$ cat config.mk
export PLATFORM = sky130hd
export DESIGN_NAME = vga_fifo_rdctrl_flat
export DESIGN_NICKNAME = d
export VERILOG_FILES = /design/src/rtl/vga_fifo_rdctrl_if.sv /design/src/rtl/vga_fifo_rdctrl.sv /design/src/flat_wrapper.sv
export SDC_FILE = /design/constraint.sdc
export NUM_CORES = 1
export LEC_CHECK = 0
export ABC_AREA = 1
export CAP_MARGIN = 0
export CORE_MARGIN = 1
export CORE_UTILIZATION = 58
export DETAILED_ROUTE_END_ITERATION = 8
export PLACE_DENSITY = 0.84
export SLEW_MARGIN = 20
export SYNTH_ARGS = -nofsm -noshare
export SYNTH_HDL_FRONTEND = slang
export SYNTH_SLANG_ARGS = --single-unit
$ cat constraint.sdc
create_clock -name clk_i -period 2.6 [get_ports clk_i]
set_input_delay 0.52 -clock clk_i [delete_from_list [all_inputs] [get_ports clk_i]]
set_output_delay 0.52 -clock clk_i [all_outputs]
set_load 0.1 [all_outputs]
$ cat src/rtl/vga_fifo_rdctrl_if.sv
// Signal bundle between the VGA line-FIFO read controller and its surroundings:
// FIFO flag/request/data, pixel request/response and control.
interface vga_fifo_rdctrl_if;
    logic        en_i;
    logic [1:0]  cdepth_i;
    logic        rd_empty_i;
    logic        rreq_o;
    logic [31:0] rdat_i;
    logic        pix_req_i;
    logic [31:0] pix_o;
    logic        pix_vld_o;
    logic        underrun_o;

    modport master (
        input  en_i, cdepth_i, rd_empty_i, rdat_i, pix_req_i,
        output rreq_o, pix_o, pix_vld_o, underrun_o
    );

    modport slave (
        output en_i, cdepth_i, rd_empty_i, rdat_i, pix_req_i,
        input  rreq_o, pix_o, pix_vld_o, underrun_o
    );
endinterface

$ cat src/rtl/vga_fifo_rdctrl.sv
// Read-side controller for the VGA line FIFO: fetches 32-bit words with a one-word
// prefetch and unpacks them MSB-first into 8/16/32-bit pixels, flagging underruns.
module vga_fifo_rdctrl (
    input  logic              clk_i,
    input  logic              rst_i,
    vga_fifo_rdctrl_if.master bus
);
    logic [31:0] wreg_reg, wreg_next;
    logic [31:0] pbuf_reg, pbuf_next;
    logic [31:0] pix_reg, pix_next;
    logic        wvalid_reg, wvalid_next;
    logic        pvalid_reg, pvalid_next;
    logic        inflight_reg, inflight_next;
    logic        pix_vld_reg, pix_vld_next;
    logic        underrun_reg, underrun_next;
    logic [1:0]  cnt_reg, cnt_next;
    logic [1:0]  depth_reg, depth_next;
    logic        en_d_reg;

    logic [1:0]  last_idx;
    logic [1:0]  occ;
    logic        rel;
    logic        free;
    logic        rreq;
    logic [31:0] pix_sel;
    logic [7:0]  byte_lane [0:3];

    // Lane 0 is the most significant byte, matching the pixel output order.
    generate
        for (genvar gi = 0; gi < 4; gi++) begin : g_lane
            assign byte_lane[gi] = wreg_reg[31-8*gi -: 8];
        end
    endgenerate

    always_comb begin
        last_idx = 2'd0;
        pix_sel  = wreg_reg;
        case (depth_reg)
            2'b00: begin
                last_idx = 2'd3;
                pix_sel  = {24'h0, byte_lane[cnt_reg]};
            end
            2'b01: begin
                last_idx = 2'd1;
                pix_sel  = cnt_reg[0] ? {16'h0, wreg_reg[15:0]} : {16'h0, wreg_reg[31:16]};
            end
            default: begin
                last_idx = 2'd0;
                pix_sel  = wreg_reg;
            end
        endcase
    end

    assign occ  = {1'b0, wvalid_reg} + {1'b0, pvalid_reg} + {1'b0, inflight_reg};
    assign rel  = bus.en_i & bus.pix_req_i & wvalid_reg & (cnt_reg == last_idx);
    assign free = ~wvalid_reg | rel;
    assign rreq = bus.en_i & ~bus.rd_empty_i & ~rst_i & ((occ < 2'd2) | rel);

    always_comb begin
        wreg_next     = wreg_reg;
        pbuf_next     = pbuf_reg;
        pix_next      = pix_reg;
        wvalid_next   = wvalid_reg;
        pvalid_next   = pvalid_reg;
        inflight_next = rreq;
        pix_vld_next  = bus.pix_req_i;
        underrun_next = underrun_reg;
        cnt_next      = cnt_reg;
        depth_next    = (bus.en_i & ~en_d_reg) ? bus.cdepth_i : depth_reg;

        if (!bus.en_i) begin
            // Disabled: drop everything, in-flight data is simply not captured.
            wvalid_next   = 1'b0;
            pvalid_next   = 1'b0;
            cnt_next      = 2'd0;
            underrun_next = 1'b0;
            if (bus.pix_req_i) begin
                pix_next = 32'h0;
            end
        end else begin
            // The prefetched word is older than arriving data, so it has priority for wreg.
            if (free) begin
                if (pvalid_reg) begin
                    wreg_next   = pbuf_reg;
                    wvalid_next = 1'b1;
                    pvalid_next = 1'b0;
                    if (inflight_reg) begin
                        pbuf_next   = bus.rdat_i;
                        pvalid_next = 1'b1;
                    end
                end else if (inflight_reg) begin
                    wreg_next   = bus.rdat_i;
                    wvalid_next = 1'b1;
                end else begin
                    wvalid_next = 1'b0;
                end
            end else if (inflight_reg) begin
                pbuf_next   = bus.rdat_i;
                pvalid_next = 1'b1;
            end

            if (bus.pix_req_i) begin
                if (wvalid_reg) begin
                    pix_next = pix_sel;
                    cnt_next = rel ? 2'd0 : cnt_reg + 2'd1;
                end else begin
                    pix_next      = 32'h0;
                    underrun_next = 1'b1;
                end
            end
        end
    end

    always_ff @(posedge clk_i) begin
        if (rst_i) begin
            wreg_reg     <= 32'h0;
            pbuf_reg     <= 32'h0;
            pix_reg      <= 32'h0;
            wvalid_reg   <= 1'b0;
            pvalid_reg   <= 1'b0;
            inflight_reg <= 1'b0;
            pix_vld_reg  <= 1'b0;
            underrun_reg <= 1'b0;
            cnt_reg      <= 2'd0;
            depth_reg    <= 2'b10;
            en_d_reg     <= 1'b0;
        end else begin
            wreg_reg     <= wreg_next;
            pbuf_reg     <= pbuf_next;
            pix_reg      <= pix_next;
            wvalid_reg   <= wvalid_next;
            pvalid_reg   <= pvalid_next;
            inflight_reg <= inflight_next;
            pix_vld_reg  <= pix_vld_next;
            underrun_reg <= underrun_next;
            cnt_reg      <= cnt_next;
            depth_reg    <= depth_next;
            en_d_reg     <= bus.en_i;
        end
    end

    assign bus.rreq_o     = rreq;
    assign bus.pix_o      = pix_reg;
    assign bus.pix_vld_o  = pix_vld_reg;
    assign bus.underrun_o = underrun_reg;
endmodule

$ cat src/flat_wrapper.sv
// flat-port wrapper written by rule: the top's interface ports become plain ports
module vga_fifo_rdctrl_flat 
  (clk_i, rst_i, bus_en_i, bus_cdepth_i, bus_rd_empty_i, bus_rdat_i, bus_pix_req_i, bus_rreq_o, bus_pix_o, bus_pix_vld_o, bus_underrun_o);
  vga_fifo_rdctrl_if bus_i ();
  input  logic clk_i;
  input  logic rst_i;
  input wire logic [$bits(bus_i.en_i)-1:0] bus_en_i;
  input wire logic [$bits(bus_i.cdepth_i)-1:0] bus_cdepth_i;
  input wire logic [$bits(bus_i.rd_empty_i)-1:0] bus_rd_empty_i;
  input wire logic [$bits(bus_i.rdat_i)-1:0] bus_rdat_i;
  input wire logic [$bits(bus_i.pix_req_i)-1:0] bus_pix_req_i;
  output wire logic [$bits(bus_i.rreq_o)-1:0] bus_rreq_o;
  output wire logic [$bits(bus_i.pix_o)-1:0] bus_pix_o;
  output wire logic [$bits(bus_i.pix_vld_o)-1:0] bus_pix_vld_o;
  output wire logic [$bits(bus_i.underrun_o)-1:0] bus_underrun_o;
  assign bus_i.en_i = bus_en_i;
  assign bus_i.cdepth_i = bus_cdepth_i;
  assign bus_i.rd_empty_i = bus_rd_empty_i;
  assign bus_i.rdat_i = bus_rdat_i;
  assign bus_i.pix_req_i = bus_pix_req_i;
  assign bus_rreq_o = bus_i.rreq_o;
  assign bus_pix_o = bus_i.pix_o;
  assign bus_pix_vld_o = bus_i.pix_vld_o;
  assign bus_underrun_o = bus_i.underrun_o;
  vga_fifo_rdctrl u_core (.clk_i(clk_i), .rst_i(rst_i), .bus(bus_i));
endmodule
==> results <==
- The flow ran to the end, and the final reports show no timing, DRC or antenna violations.
- For the final database, setup skew stands at roughly 0.015 ns.
- By startpoint and endpoint, the worst setup path is classified as input port to output port.
- From synthesis to final layout, the design area changed by 17.8%.
- The core region area is a little over 0.008 sq mm.
- The endpoint type of the worst setup path is an output port.
- The largest family of logic cells by synthesized area is simple AND/OR/NAND/NOR gates.
- After filler insertion, the fill cell instance count of the layout stands at 700.
- The average vias per placed instance is 5.45.
- The post-route clock period utilization is between 90% and 100%.
- The number of cells traversed by the worst hold path is 2.
- 0 antenna diodes ended up in the layout.
- Setup repair after global routing left no endpoint under its margin.
- The pin count of the biggest net entering global routing is 66.
- The adder-cell share of the synthesized area is less than 1%.
- The final total negative setup slack is 0 ns.
- At the end of the flow, the number of nets in the layout was approximately 830.
- The count of port buffers added during placement is 73.
- The detailed-placement wirelength estimate is 8.74 mm.
- In the synthesized netlist, the cells that appear most often are nand2_1 (158), dfxtp_1 (106), a21oi_1 (98), nor2_1 (83), inv_1 (73).
- The congestion estimate from routability-driven global placement came to around 0.85.
- The actual transition at the worst max-transition pin is 0.683 ns.
- Synthesis handed over a netlist of about 740 instances.
- The minimum clock period is roughly 2.5 ns.
- The synthesized design contains 106 register bits.
- The synthesized area divided by synthesized cell count is slightly below 7 sq um.
- The clock reaches the later pin of the worst-skew pair after 0.37 ns.
- Global routing used between 20% and 30% of the available tracks.
- The number of buffers added for setup after CTS is 0.
- The post-cts resize count is 0.
- STA classifies the critical path startpoint as an input port.
- The share of synthesized flip-flops with an asynchronous set or reset is 0%.
- The internal power of the cells totals between 2 and 2.5 mW.
- The clock passes through at most 2 buffers.
- The worst slew margin relative to its limit is ~54%.
- The number of hold violations in the final report is 0.
- nand2_1 is the most common cell in the netlist.
- In the post-synthesis netlist, the biggest area contributors are dfxtp_1 (42%), nand2_1 (12%), a21oi_1 (9.8%), nand3_1 (6.6%), nor2_1 (6.2%).
- After the first detailed-routing iteration, the DRC count stood at around 340.
- The y dimension of the die is 94.9 microns.
- For this run, the number of Yosys warnings is 0.
- The max-cap violation count is 0.
- The fraction of the core area covered by cells at the end of the flow is about 71%.
- The simple-gate area share of the yosys netlist is 25.9%.
- Dividing the detail-routed wire length by the instance count gives 14.0 microns.
- After clock tree synthesis, the clock-pin slew on the worst setup and hold paths is 0.11 ns.
- For this configuration, the core starts out at a cell density of 60.4%.
- The count of nets left with antenna violations after detail routing is 0.
- For the worst flop-to-flop path, the logic depth is 10.
- The min-delay analysis places its worst path in the category register to register.
- The H-tree generated during clock tree synthesis spans 3 levels.
- The post-synthesis cell area is around 0.005 sq mm.
- The total I/O pin count is 74.
- The first-pass GRT wire length is 20.6 mm.
- The post-route netlist has roughly a tenth of its cells at a drive strength greater than 1.
- The relative contribution of combinational cells to total power is under 10%.
- The timing-limited maximum frequency is slightly above 400 MHz.
- The mux contribution to synthesized area is 0%.
- Among all flip-flop cells after synthesis, the most frequent one is dfxtp_1.
- The required time of the critical path is around 2.1 ns.
- The design draws ~3 mW.
- The die is between 90 and 100 microns wide.
- The peak supply drop is 0.412 mV.
- The max-slew violation total from the final report is 0.
- The final layout contains routed wiring with a total length of roughly 13 mm.
- The proportion of netlist area held by the largest area contributor is a little over two fifths.
- The cell type of the slowest stage on the worst timing path is clkdlybuf4s50_1.
- For this run the aggregate overflow at the end of global routing stands at 0.
- The number of antenna violations at the first check in global routing came to 0.
- The critical path goes through clkdlybuf4s50_1 -> nand3_1 -> nor2_1 -> nand2_1 -> inv_1 -> o21ai_0 -> nor2_2 -> buf_12.
- For the worst setup path, the data arrival time is between 1.5 and 2 ns.
- Summing the areas of all xor and xnor instances in the mapped netlist gives 0% of the synthesized area.
- Clock tree synthesis inserted a total of 9 buffers.
- Of all nets on the critical path, the largest fanout is 3.
- The DRC violation count after routing is 0.
- Summing the areas of all compound-gate instances in the mapped netlist gives between 20 and 25% of the synthesized area.
- The clock tree from TritonCTS is built.
- The via count of the first global-routing pass came to 4249.
- The die covers between 0.009 and 0.01 sq mm.
- Row generation in the floorplan step produced 33 rows.
- The power share of the clock group is 36.2%.
- The number of nets produced by synthesis is just under 800.
- The cell type with the highest aggregate area in the netlist is dfxtp_1.
- The first detailed-routing pass took 5 iterations.
- The worst hold slack is roughly 0.47 ns.
- The power density relative to cell area is 523 mW/mm^2.
- For this design the total switching power over the nets is about 0.84 mW.
- The number of endpoints failing setup at the final stage is 0.
- The clock drives between 100 and 150 sinks.
- Net switching is a little over a quarter of the power.
- The total number of vias is 4891.
- The share of total power dissipated in sequential elements is 53.9%.
- The clock tree root driver cell is clkbuf_8.
- The reported leakage power is about 2.5 nW.
- The number of synthesized flops with an enable pin is 0.
- The largest stage delay on the critical path is roughly 0.50 ns.
- After synthesis, flip-flops and latches occupy between 40% and 50% of the total area.
- In this run, post-CTS hold repair placed 0 buffers.
- Yosys mapped the design onto 26 distinct sky130hd cell types.
[cell type report]
cell class / instances / area [sq um] / share of cell area, %
Inverter: 77 / 292 / 4.94
Tap cell: 105 / 131 / 2.23
Sequential cell: 106 / 2120 / 36.0
Clock inverter: 7 / 97.6 / 1.65
Clock buffer: 9 / 124 / 2.10
Timing Repair Buffer: 87 / 786 / 13.3
Multi-Input combinational cell: 507 / 2350 / 39.8
[logic make-up (layout without fill, tap and decap cells)]
family | count (synthesis) | count (layout)
simple gates | 314 | 314
buf+inv | 129 | 180
compound gates | 192 | 192
fa+ha+maj | 1 | 1
flops | 106 | 106
[layout by cell type, fill, tap and decap left out, types with 24 or more instances in the layout]
cell type,synthesis,routed
buf_4,4,46
dfxtp_1,106,105
nand2_1,158,158
clkdlybuf4s50_1,0,38
a21oi_1,98,98
nand3_1,66,66
a22oi_1,24,24
nor2_1,83,81
o21ai_0,57,57
inv_1,73,73
[per-layer routing]
metal	track usage (%)	wire length [microns]	share of wire, %	up-vias
met5	0	0	0	-
met4	10.7	301	2.4	0
li1	-	-	-	2501
met2	45.4	5750	46	150
met3	3.54	633	5.0	16
met1	42.3	5910	47	2224
[path summary, 6_finish.rpt]
check,from,endpoint,slack [ns]
max,bus_en_i,bus_rreq_o,0.13
min,u_core.bus.pix_o[5],u_core.bus.pix_o[5],0.47
max reg2reg,u_core.cnt_reg[0],u_core.pbuf_reg[10],0.69
min reg2reg,u_core.bus.pix_o[5],u_core.bus.pix_o[5],0.47
[power groups by stage]
stage / sequential, mW / clock [mW] / combinational, mW
final: 1.66 / 1.12 / 0.307
after CTS: 1.66 / 1.12 / 0.305
after global routing: 1.66 / 1.18 / 0.339
after detailed placement: 1.70 / 0 / 0.304
after global placement: 1.70 / 0 / 0.299
after floorplan: 1.71 / 0 / 0.173
[metrics by stage]
step                setup WS [ns]  instances  instance area, sq um
floorplan                   0.234        742                  5010
global placement            0.177        882                  5680
detailed placement          0.133        882                  5680
CTS                         0.134        898                  5900
global route               0.0476        898                  5900
finish                      0.126        898                  5900
[worst max-delay path, delay by kind of cell]
kind	cells	cell delay (ns)
AND/OR/NAND/NOR	4	0.49
AO/OA/AOI/OAI	1	0.13
buffers and inverters	3	0.81
Note: power is estimated with default switching activity, not from simulation.
==> variant 1: new RTL, config.mk and constraints unchanged <==
`pbuf_reg` and `pix_reg` no longer have a reset.
--- a/src/rtl/vga_fifo_rdctrl.sv
+++ b/src/rtl/vga_fifo_rdctrl.sv
@@ -114,8 +114,6 @@
     always_ff @(posedge clk_i) begin
         if (rst_i) begin
             wreg_reg     <= 32'h0;
-            pbuf_reg     <= 32'h0;
-            pix_reg      <= 32'h0;
             wvalid_reg   <= 1'b0;
             pvalid_reg   <= 1'b0;
             inflight_reg <= 1'b0;
@@ -126,8 +124,6 @@
             en_d_reg     <= 1'b0;
         end else begin
             wreg_reg     <= wreg_next;
-            pbuf_reg     <= pbuf_next;
-            pix_reg      <= pix_next;
             wvalid_reg   <= wvalid_next;
             pvalid_reg   <= pvalid_next;
             inflight_reg <= inflight_next;
@@ -139,6 +135,11 @@
         end
     end
 
+    always_ff @(posedge clk_i) begin
+        pbuf_reg <= pbuf_next;
+        pix_reg  <= pix_next;
+    end
+
     assign bus.rreq_o     = rreq;
     assign bus.pix_o      = pix_reg;
     assign bus.pix_vld_o  = pix_vld_reg;
Behaviour: differs if rst_i is asserted again (counterexample within 4 cycles, from zero or initial values and one cycle with rst_i high); with rst_i held inactive, the same outputs for 4 cycles.
==> variant 1 against the unedited design <==
  * Routed wire length down 20%
  * Fmax about the same
  * Final area down 1.4%
  * Total power up 2.3%
  * Highest routed layer unchanged
  * Area after synthesis down 2.3%
  * Sequential cell count unchanged
  * Count of clock-buffer cells in the layout up 3
  * Worst hold slack better by 12 ps
  * Setup slack worse by 1.1 ps
==> variant 1: results (changes against the unedited design) <==
Logic synthesis
  • Post-synth top cells: 99 x nand2_1, 67 x nor2_1, 64 x edfxtp_1, 42 x dfxtp_1, 34 x nand3_1 (was 158 x nand2_1, 106 x dfxtp_1, 98 x a21oi_1, 83 x nor2_1, 73 x inv_1)
  • Asr flop ratio synth: 0 (unchanged)
  • Top post-synthesis cells by area: edfxtp_1 39%, dfxtp_1 17%, nand2_1 7.6% (was dfxtp_1 42%, nand2_1 12%, a21oi_1 9.8%)
  • Cell count after synthesis: 502 (was 742)
  • Syn_nets: 542 (was 782)
  • Sequential share of the synthesized area: 0.564 (was 0.424)
  • YS warnings: 0 (unchanged)
  • EDFF count, synth: 64 (was 0)
  • Library cells used by synthesis: 31 (was 26)
  • Top_reg_cell synth: edfxtp_1 (was dfxtp_1)

Placement
  • GP Congestion: 0.875 (was 0.854)
  • Area after DPL: 5650 µm² (was 5680 µm²)
  • DP Cell Count: 665 (was 882)
  • I/O Buffers: 73 (unchanged)
  • Place WS: 109 ps (was 133 ps)
  • Detail Placement HPWL: 7310 µm (was 8740 µm)

GRT
  • Pin count of the biggest net entering global routing: 66 (unchanged)
  • First-pass GRT wire length: 16,500 µm (was 20,600 µm)
  • Vias in the first global route: 3,431 (was 4,249)
  • Antenna violations before repair: 0 (unchanged)
  • Total track usage: 0.250 (was 0.295)

Finish
  • NumNets Final: 611 (was 828)
  • Inserted Diodes: 0 (unchanged)
  • Filler cell count: 595 (was 700)
  • Cell Count, Final, Fillers Out: 681 (was 898)
  • Layout cells sized above 1: 0.177 (was 0.0971)

CTS
  • Clock root buffer: clkbuf_8 (unchanged)
  • Clock slew at reported path FFs: 100 ps
  • Gates resized, CTS repair: 0 (unchanged)
  • Clock tree buffer depth: 2 (unchanged)
  • Clock latency on the worst-skew pair: roughly 360 ps
  • H-tree Lvls: 3 (unchanged)
  • Setup bufs post-CTS: 0 (unchanged)
  • Total CTS buffers: 9 (unchanged)

Critical path
  • CP max-delay cell: clkdlybuf4s50_1 (unchanged)
  • Max incr delay on CP: 560 ps (was 500 ps)
  • CP max FO: 5 (was 3)
  • CP top delay family: buffers and inverters (unchanged)
  • WP data arrival: approximately 2000 ps

Drt
  • Via density: 5.39 (was 5.45)
  • DRT iter0 DRCs: 215 (was 342)
  • WL/cell: 14.8 µm (was 14.0 µm)
  • TritonRoute pass-1 iters: 4 (was 5)

Power and ir drop
  • Clock network power share: 0.280 (was 0.362)
  • Peak supply drop: 356 µV (was 412 µV)
  • Overall power: 3.16 mW (was 3.08 mW)
  • Comb power: 0.425 mW (was 0.307 mW)
  • Static Leak: 1.99 nW (was 2.48 nW)
  • NetSw: 0.847 mW (was 0.842 mW)

Outcome
  • Result of the run: finished, final reports clean (unchanged)

STA
  • Clock skew: 12.6 ps (was 15.2 ps)
  • Slew @ Worst Pin: 697 ps (was 683 ps)

Hold path
  • Min-Delay Path Class: reg2reg (unchanged)
==> variant 1: changes by cell type in the layout (fill, tap and decap cells not counted), moves of 7 or more <==
cell / unedited run / this run
a21oi_1: 98 / 23
a21oi_2: 0 / 28
a22oi_1: 24 / 0
dfxtp_1: 105 / 41
edfxtp_1: 0 / 64
inv_1: 73 / 25
mux2i_1: 0 / 32
nand2_1: 158 / 99
nand3_1: 66 / 34
nor2_1: 81 / 65
o21a_1: 0 / 7
o21ai_0: 57 / 25
o21ai_1: 9 / 1
o22ai_1: 0 / 9
==> variant 1: worst paths after layout <==
check                              from                    end  slack (ps)  depth (start not counted)
setup / recovery               bus_en_i             bus_rreq_o         120                          6
hold / removal    u_core.bus.underrun_o  u_core.bus.underrun_o         480                          2
setup reg to reg    u_core.depth_reg[1]    u_core.pbuf_reg[16]         650                          8
hold reg to reg   u_core.bus.underrun_o  u_core.bus.underrun_o         480                          2
==> variant 1: area by class of cell <==
| class | instances | area, µm² | share of cell area |
|---|---|---|---|
| flip-flops and latches | 106 | 2760 | 0.475 |
| multi-input cells | 337 | 1830 | 0.315 |
| repair buffers | 89 | 813 | 0.140 |
| clock buffers | 12 | 135 | 0.0232 |
| well taps | 105 | 131 | 0.0226 |
| inverters | 28 | 110 | 0.0189 |
| clock inverters | 4 | 28.8 | 0.00495 |
==> variant 1: layer usage <==
metal / share of wire / GRT usage
met5: 0 / 0
met4: 0.021 / 0.113
met3: 0.066 / 0.0324
met2: 0.46 / 0.395
met1: 0.45 / 0.343
==> variant 1: kinds of logic after synthesis <==
group	share of synthesized area
and+or+nand+nor	0.173
DFF	0.564
AOI/OAI and AO/OA	0.128
buffers and inverters	0.0652
muxes	0.0654
xor gates and xnor gates	0.00179
adders and majority gates	0.00256
==> variant 2: new RTL, config.mk and constraints unchanged <==
Made on the original files. Reset style: asynchronous (`rst_i`), changed in one clocked block.
--- a/src/rtl/vga_fifo_rdctrl.sv
+++ b/src/rtl/vga_fifo_rdctrl.sv
@@ -111,7 +111,7 @@
         end
     end
 
-    always_ff @(posedge clk_i) begin
+    always_ff @(posedge clk_i or posedge rst_i) begin
         if (rst_i) begin
             wreg_reg     <= 32'h0;
             pbuf_reg     <= 32'h0;
Check against the original RTL: differs if rst_i is asserted again (counterexample within 4 cycles, from zero or initial values and one cycle with rst_i high); with rst_i held inactive, the same outputs for 4 cycles.
==> variant 2 against the unedited design <==
  * Clock skew about the same
  * Area after synthesis is 3.3% higher
  * First-iteration DRC count shrank 36%
  * Routed wire length decreased by 6.2%
  * Final area is 4.2% higher
  * Setup slack gained 49 ps
  * Sequential cell count did not move
  * Die area increased by 3.3%
  * Fmax up 2.0%
  * Count of clock-buffer cells in the layout increased by 2
Power is not compared: it rests on default switching activity, and its combinational part moved more than twofold at a synthesized area within 25%.
==> variant 2: results (changes against the unedited design) <==
Finish
  • NumNets Final: 653 (was 828)
  • Final clock-cell share: 0.0371 (was 0.0375)
  • Layout cells sized above 1: 0.222 (was 0.0971)
  • Clkbuf count: 11 (was 9)
  • Multi-In Gates: 380 (was 507)
  • Synth-to-Final Area Change: 18.7% (was 17.8%)
  • Inverters, non-clock: 28 (was 77)
  • Non-clk bufs: 88 (was 87)
  • Filler cell count: 674 (was 700)
  • Cell Count, Final, Fillers Out: 726 (was 898)
  • Multi-input gate area: 2200 µm² (was 2350 µm²)

Drt
  • Final WL: 11,800 µm (was 12,600 µm)
  • DRT iter0 DRCs: 220 (was 342)
  • Metal2 WL: 5630 µm (was 5750 µm)
  • Routed length on met3: 648 µm (was 633 µm)
  • Via density: 5.67 (was 5.45)
  • DRT met1 WL: 5350 µm (was 5910 µm)

Critical path
  • CP top delay family: flip-flops (was buffers and inverters)
  • CP Launch Type: flop (was primary input)
  • WP data arrival: 1910 ps (was 1950 ps)
  • CP max FO: 12 (was 3)
  • Max incr delay on CP: 730 ps (was 500 ps)
  • Worst reg2reg path depth: 9 (was 10)
  • Critical Path Source: u_core.depth_reg[1] (was bus_en_i)

Logic synthesis
  • Top_reg_cell synth: dfrtp_1 (was dfxtp_1)
  • Multiplexer share of the synthesized area: 0.0619 (was 0)
  • Asr flop ratio synth: 1.00 (was 0)
  • Synthesized-area fraction occupied by adder cells: 0.00242 (was 0.00250)
  • Post-synthesis compound-gate area fraction: 0.141 (was 0.206)
  • Cell count after synthesis: 550 (was 742)
  • Post-synth top cells: 151 x nand2_1, 105 x dfrtp_1, 42 x nand3_1, 32 x mux2i_1, 30 x o21ai_2 (was 158 x nand2_1, 106 x dfxtp_1, 98 x a21oi_1, 83 x nor2_1, 73 x inv_1)

STA
  • Clock skew: 15.0 ps (was 15.2 ps)
  • Max-slew headroom: 0.628 (was 0.544)

Placement
  • GP Congestion: 0.857 (was 0.854)
  • Place WS: 256 ps (was 133 ps)
  • Detail Placement HPWL: 8260 µm (was 8740 µm)
  • Area after DPL: 5910 µm² (was 5680 µm²)
  • DP Cell Count: 709 (was 882)

GRT
  • Vias in the first global route: 3,797 (was 4,249)
  • Global routing usage on met3: 0.0399 (was 0.0354)
  • Pin count of the biggest net entering global routing: 64 (was 66)
  • Routing usage on met2: 0.412 (was 0.454)

Power and ir drop
  • Overall power: 4.13 mW

Outcome
  • Result of the run: finished, final reports clean (unchanged)

Floorplan
  • Row count: 34 (was 33)
variant 2: cell types whose count changed after synthesis, sizes merged, moves of 32 or more:
cell,delta
a21oi,-92
dfrtp,+105
dfxtp,-106
inv,-49
mux2i,+32
nor2,-59
variant 2: worst min-delay path by stage:
| stage | start | end | slack [ps] | depth (start not counted) |
|---|---|---|---|---|
| 6_report | u_core.pbuf_reg[11] | u_core.pbuf_reg[11] | 480 | 2 |
| 3_5_place_dp | u_core.pbuf_reg[6] | u_core.pbuf_reg[6] | 460 | 2 |
| 3_3_place_gp | u_core.pbuf_reg[16] | u_core.pbuf_reg[16] | 450 | 2 |
| 4_1_cts | u_core.pbuf_reg[6] | u_core.pbuf_reg[6] | 480 | 2 |
| 5_1_grt | u_core.pbuf_reg[11] | u_core.pbuf_reg[11] | 500 | 2 |
| 2_1_floorplan | u_core.pbuf_reg[0] | u_core.pbuf_reg[0] | 440 | 2 |
